<file path="src/rtl/square_period_meter_pkg.sv">
// -----------------------------------------------------------------------------
// square_period_meter_pkg
// Shared types and constants for the square wave period meter.
//   meter_state_e : FSM encoding (SEARCH = 0, MEASURE = 1)
//   SYNC_DEPTH    : number of synchronizer flops ahead of the edge detector
//   AVG_DEPTH     : number of periods averaged when PERIOD_AVG_EN is defined
//   AVG_SHIFT     : log2(AVG_DEPTH), the divide applied to the running sum
//   FILL_W        : width of the "periods collected" counter (holds 0..AVG_DEPTH)
// -----------------------------------------------------------------------------
package square_period_meter_pkg;

    typedef enum logic {
        SEARCH  = 1'b0,
        MEASURE = 1'b1
    } meter_state_e;

    localparam int SYNC_DEPTH = 2;
    localparam int AVG_DEPTH  = 4;
    localparam int AVG_SHIFT  = 2;
    localparam int FILL_W     = 3;

endpackage : square_period_meter_pkg

</file>
<file path="src/rtl/square_period_meter_edge_sync.sv">
// -----------------------------------------------------------------------------
// edge_sync
// Brings one asynchronous input into the clk domain through a sync_depth-deep
// flop chain, keeps one more flop of history and flags the 0->1 transition.
// With sync_depth = 2 the rise flag is registered by the consumer three clk
// edges after the input changes.
//
// Ports
//   clk_i    in   system clock
//   reset_i  in   synchronous active-high reset (clears chain and history)
//   d_i      in   asynchronous input bit
//   rise_o   out  combinational rising-edge flag, one cycle wide
// -----------------------------------------------------------------------------
module edge_sync #(
    parameter int sync_depth = 2
) (
    input  logic clk_i,
    input  logic reset_i,
    input  logic d_i,
    output logic rise_o
);

    logic [sync_depth-1:0] sync_q;
    logic                  prev_q;

    always_ff @(posedge clk_i) begin
        if (reset_i) begin
            sync_q <= '0;
            prev_q <= 1'b0;
        end else begin
            sync_q <= {sync_q[sync_depth-2:0], d_i};
            prev_q <= sync_q[sync_depth-1];
        end
    end

    assign rise_o = sync_q[sync_depth-1] & ~prev_q;

endmodule : edge_sync

</file>
<file path="src/rtl/square_period_meter.sv">
// -----------------------------------------------------------------------------
// square_period_meter
// Measures the period of an incoming square wave in clk cycles (rise to rise).
// Each accepted period is reported on period_out with a one-cycle period_valid
// strobe. Rises closer than min_period to the previous accepted rise are
// treated as glitches and ignored. If no rise arrives before the counter
// reaches its maximum, the meter drops lock and returns to SEARCH.
//
// Build option
//   PERIOD_AVG_EN : when defined, period_out is the mean of the last four
//                   accepted periods and the strobe only fires once four
//                   periods have been collected since lock.
//
// Ports
//   clk           in   system clock
//   reset         in   synchronous active-high reset
//   wave_in       in   square wave sample bus, only the MSB is used
//   period_out    out  last accepted (or averaged) period, 0 when unlocked
//   period_valid  out  one-cycle strobe, period_out updates in the same cycle
//   locked        out  high while valid periods are being measured
//   no_signal     out  high from reset/timeout until the first accepted period
//
// State table
//   state   | meaning
//   SEARCH  | waiting for a first rise to arm the measurement, counter at 0
//   MEASURE | counting clk cycles since the last accepted (or arming) rise
// -----------------------------------------------------------------------------
module square_period_meter
    import square_period_meter_pkg::*;
#(
    parameter int resolution_bits = 8,
    parameter int counter_width   = 16,
    parameter int min_period      = 4
) (
    input  logic                       clk,
    input  logic                       reset,
    input  logic [resolution_bits-1:0] wave_in,
    output logic [counter_width-1:0]   period_out,
    output logic                       period_valid,
    output logic                       locked,
    output logic                       no_signal
);

    // Compare values carry one extra bit so count+1 never wraps.
    localparam logic [counter_width:0]   CNT_MAX = {1'b0, {counter_width{1'b1}}};
    localparam logic [counter_width:0]   MIN_P   = (counter_width+1)'(min_period);
    localparam logic [counter_width-1:0] CNT_SAT = '1;

    meter_state_e               state_q, state_d;
    logic [counter_width-1:0]   count_q, count_d;
    logic [counter_width-1:0]   period_q, period_d;
    logic                       valid_q, valid_d;
    logic                       locked_q, locked_d;
    logic                       nosig_q, nosig_d;

    logic                       rise;
    logic [counter_width:0]     count_inc;
    logic [counter_width-1:0]   new_period;
    logic                       accept;
    logic                       timeout;

    // Only the MSB of the sample bus carries the square wave.
    logic                       wave_low_unused;
    assign wave_low_unused = &{1'b0, wave_in};

    edge_sync #(
        .sync_depth (SYNC_DEPTH)
    ) u_edge_sync (
        .clk_i   (clk),
        .reset_i (reset),
        .d_i     (wave_in[resolution_bits-1]),
        .rise_o  (rise)
    );

    assign count_inc  = {1'b0, count_q} + 1'b1;
    assign new_period = count_inc[counter_width-1:0];
    assign accept     = rise && (count_inc >= MIN_P);
    // Timeout fires on the cycle the counter would reach its maximum; an
    // accepted rise in that same cycle takes priority and reports CNT_MAX.
    assign timeout    = (count_inc == CNT_MAX);

`ifdef PERIOD_AVG_EN
    localparam int SUM_W = counter_width + 2;

    logic [counter_width-1:0] hist_q [AVG_DEPTH];
    logic [counter_width-1:0] hist_d [AVG_DEPTH];
    logic [SUM_W-1:0]         sum_q, sum_d;
    logic [FILL_W-1:0]        fill_q, fill_d;
`endif

    always_ff @(posedge clk) begin
        if (reset) begin
            state_q  <= SEARCH;
            count_q  <= '0;
            period_q <= '0;
            valid_q  <= 1'b0;
            locked_q <= 1'b0;
            nosig_q  <= 1'b1;
`ifdef PERIOD_AVG_EN
            for (int i = 0; i < AVG_DEPTH; i++) begin
                hist_q[i] <= '0;
            end
            sum_q    <= '0;
            fill_q   <= '0;
`endif
        end else begin
            state_q  <= state_d;
            count_q  <= count_d;
            period_q <= period_d;
            valid_q  <= valid_d;
            locked_q <= locked_d;
            nosig_q  <= nosig_d;
`ifdef PERIOD_AVG_EN
            hist_q   <= hist_d;
            sum_q    <= sum_d;
            fill_q   <= fill_d;
`endif
        end
    end

    always_comb begin
        state_d  = state_q;
        count_d  = count_q;
        period_d = period_q;
        valid_d  = 1'b0;
        locked_d = locked_q;
        nosig_d  = nosig_q;
`ifdef PERIOD_AVG_EN
        hist_d   = hist_q;
        sum_d    = sum_q;
        fill_d   = fill_q;
`endif

        case (state_q)
            SEARCH: begin
                // The arming rise starts the interval but produces no report.
                count_d = '0;
                if (rise) begin
                    state_d = MEASURE;
                end
            end

            MEASURE: begin
                count_d = (count_q == CNT_SAT) ? count_q : new_period;

                if (accept) begin
                    count_d  = '0;
                    locked_d = 1'b1;
                    nosig_d  = 1'b0;
`ifdef PERIOD_AVG_EN
                    // Oldest entry is zero until the history is full, so the
                    // running sum stays exact while it fills.
                    for (int i = AVG_DEPTH - 1; i > 0; i--) begin
                        hist_d[i] = hist_q[i-1];
                    end
                    hist_d[0] = new_period;
                    sum_d = sum_q + SUM_W'(new_period) - SUM_W'(hist_q[AVG_DEPTH-1]);
                    if (fill_q >= FILL_W'(AVG_DEPTH - 1)) begin
                        valid_d  = 1'b1;
                        period_d = sum_d[SUM_W-1:AVG_SHIFT];
                    end
                    if (fill_q < FILL_W'(AVG_DEPTH)) begin
                        fill_d = fill_q + FILL_W'(1);
                    end
`else
                    valid_d  = 1'b1;
                    period_d = new_period;
`endif
                end else if (timeout) begin
                    state_d  = SEARCH;
                    count_d  = '0;
                    period_d = '0;
                    locked_d = 1'b0;
                    nosig_d  = 1'b1;
`ifdef PERIOD_AVG_EN
                    for (int i = 0; i < AVG_DEPTH; i++) begin
                        hist_d[i] = '0;
                    end
                    sum_d  = '0;
                    fill_d = '0;
`endif
                end
            end

            default: begin
                state_d = SEARCH;
                count_d = '0;
            end
        endcase
    end

    assign period_out   = period_q;
    assign period_valid = valid_q;
    assign locked       = locked_q;
    assign no_signal    = nosig_q;

endmodule : square_period_meter

</file>
<file path="config.mk">
export PLATFORM = sky130hd
export DESIGN_NAME = square_period_meter
export DESIGN_NICKNAME = d
export VERILOG_FILES = /design/src/rtl/square_period_meter_pkg.sv /design/src/rtl/square_period_meter_edge_sync.sv /design/src/rtl/square_period_meter.sv
export SDC_FILE = /design/constraint.sdc
export NUM_CORES = 1
export LEC_CHECK = 0
export ABC_AREA = 0
export ABC_CLOCK_PERIOD_IN_PS = 4500
export CORE_MARGIN = 3
export CORE_UTILIZATION = 40
export DETAILED_ROUTE_END_ITERATION = 6
export HOLD_SLACK_MARGIN = 0.15
export MAX_ROUTING_LAYER = met4
export PLACE_DENSITY_LB_ADDON = 0.3
export SYNTH_ARGS = -nofsm -noshare
export SYNTH_HDL_FRONTEND = slang
export SYNTH_SLANG_ARGS = --single-unit
export TNS_END_PERCENT = 5
</file>
<file path="constraint.sdc">
create_clock -name clk -period 4.5 [get_ports clk]
set_input_delay 0.45 -clock clk [delete_from_list [all_inputs] [get_ports clk]]
set_output_delay 0.45 -clock clk [all_outputs]
set_load 0.1 [all_outputs]
</file>
==> metrics.cfg <==
[sta]
rsz0062_at_grt=no
hold_viol=0
max_clock_freq_mhz=275
worst_slack_ns=0.868
hold_ws_ns=0.441
worst_slew_pin_slew_ns=0.992
fin_setup_tns_ns=0
setup_viol_count_final=0
finClkSkew_ns=0.00610
final-max-slew-violation-count=0
fin_crit_ns=3.63
max-slew-margin-rel=0.337
post-route-period-util=0.807

[final_layout]
syn2layout_area_growth_pct=10.3
multiInputGateArea_um2=1110
stdcell_area_um2=2300
layout-drive-gt1-share=0.108
nNetsFinal=242
final-seq-area_um2=781
n_antenna_cell=0
fillCellCount=485

[place]
pre_cts_ws_ns=0.947
place.gp.congestion=0.907
hpwl_um=3170
post_dp_cell_area_um2=2200
port_buffers=21

[worst_setup_path]
end_kind=flip-flop
critical_path_class=reg -> reg
required_ns=4.74
arrival_ns=3.87
cp_max_fo=16
start_kind=flip-flop

[power_and_ir_drop]
power_density_nw_per_um2=270
leakage_nw=0.817
vdd_drop_max_mv=0.198

[floorplanning]
start_util=0.428
die_h_um=78.3
die_area_um2=6130
die_x_um=78.3
rows=25
coreArea_um2=4880
pin_count=29

[synth]
mappedNetlistArea_um2=2090
synthCells=221
yosysUniqueCellTypes=56
synth-seq-cells=39
synth_fp_nets=233
synth_area_per_cell_um2=9.45
ys.flop_type=dfxtp_1
synth_edf_count=0
seq_area_frac_synth=0.374
async_flop_share=0
yosys_warnings=0

[route]
remaining_drc_errors=0
ant_nets=0
wirelength_um=4480
wl_per_cell_um=15.0
drt-initial-drc-count=137
firstDrtPassIters=4
vias=1652
vias_per_cell=5.54

[clock_tree]
ctsHtreeMaxLevel=2
clockBufferDepth=2
clk_pin_slew_ns=0.08
postCtsResizedCells=0
cts-buffers-inserted=5
cts_sinks=39
post-cts-setup-buffers=0
cts_hold_buf=0
cts_tree=yes
worstSkewPairLatency_ns=0.29
cts_root_buffer=clkbuf_8

[run_status]
outcome=complete, no violations

[grt]
antenna_found_initial=0
grt_pass1_wl_um=7730
grt-ovfl-total=0
grt_pass1_vias=1596
grt_max_degree=17
grt_util_all_layers=0.161

[flow_run]
maxCapViolations=0

[worst_hold_path]
hold_class=reg -> reg

==> cell usage in the layout, fill, tap and decap left out, types with 2 or more instances in the layout <==
cell type,Yosys,final
a21o_1,3,3
a21oi_1,15,15
a22o_1,5,5
a22o_2,6,6
a22oi_1,2,2
a311o_1,2,2
a31oi_1,3,3
and3_2,2,2
clkbuf_8,8,7
clkdlybuf4s50_1,0,21
dfxtp_1,39,39
ha_1,2,2
inv_1,5,5
nand2_1,17,17
nand2b_1,2,2
nand3_1,10,10
nand4_1,8,8
nor2_1,11,11
nor2b_1,4,4
nor3_1,2,2
nor4_1,6,6
nor4_4,2,2
nor4b_1,2,2
o21a_1,5,5
o21ai_0,3,3
o2bb2ai_1,5,5
or3_1,3,3
xnor2_1,12,12
xor2_1,4,4
==> registers in the layout, summed over array words and instances (netlist names) <==
signal,cells
count_q,16
locked,1
no_signal,1
period_out,16
period_valid,1
state_q,1
u_edge_sync.prev_q,1
u_edge_sync.sync_q,2
==> cell families after synthesis <==
logic type / synth area share
adders and majority gates: 0.0120
AOI/OAI and AO/OA: 0.211
DFF: 0.374
buffers and inverters: 0.0946
xor gates and xnor gates: 0.0671
and+or+nand+nor: 0.241
==> final cells by class <==
class / count / area share
timing repair buffer: 21 / 0.0912
inverter: 5 / 0.00814
tap: 67 / 0.0364
sequential: 39 / 0.339
clock buffer: 8 / 0.0434
multi-input combinational: 158 / 0.482
==> critical path, stage by stage (launching register included) <==
cell and delay (ns):
dfxtp_1 0.49, ha_1 0.39, nand3_2 0.20, nor4_1 0.51, xor2_1 0.21, nor4_1 0.59, a21oi_1 0.23, o31ai_4 0.69
a22o_2 0.26
==> path summary, 6_finish.rpt <==
path	startpoint	endpoint	slack, ns	cells past startpoint
max reg2reg	count_q[0]	period_out[10]	0.87	8
min reg2reg	u_edge_sync.sync_q[0]	u_edge_sync.sync_q[1]	0.44	1
min	u_edge_sync.sync_q[0]	u_edge_sync.sync_q[1]	0.44	1
max	count_q[0]	period_out[10]	0.87	8
==> cells in the mapped netlist, types with 3 or more instances <==
library cell	n	area share
nor2b_1	4	0.012
a22o_2	6	0.029
buf_4	3	0.011
a21oi_1	15	0.036
xnor2_1	12	0.050
dfxtp_1	39	0.37
or3_1	3	0.0090
clkbuf_8	8	0.053
nand4_1	8	0.024
o21a_1	5	0.018
a22o_1	5	0.021
nor2_1	11	0.020
clkbuf_1	4	0.0072
o21ai_0	3	0.0072
nand2_1	17	0.031
inv_1	5	0.0090
nand3_1	10	0.024
o2bb2ai_1	5	0.021
xor2_1	4	0.017
a31oi_1	3	0.0090
a21o_1	3	0.011
nor4_1	6	0.018
==> report_power, final <==
| part | total [mW] | internal, mW | switching, mW |
|---|---|---|---|
| sequential | 0.348 | 0.347 | 0.00146 |
| clock | 0.259 | 0.140 | 0.119 |
| combinational | 0.0144 | 0.00572 | 0.00865 |
| total | 0.621 | 0.492 | 0.129 |
==> layer usage <==
metal	global-route usage	wire length (um)	part of all wire
met1	0.209	2260	0.50
met2	0.247	2010	0.45
met3	0.0298	144	0.032
met4	0.0682	70	0.016
met5	-	0	0
==> stage by stage <==
step                total power, mW  std cells  utilization
detailed placement            0.371        290        0.452
CTS                           0.626        298        0.472
floorplan                     0.367        221            -
finish                        0.621        298        0.472
global placement              0.370        290        0.452
global route                  0.638        298        0.472
Power figures use the tool's default switching activity.
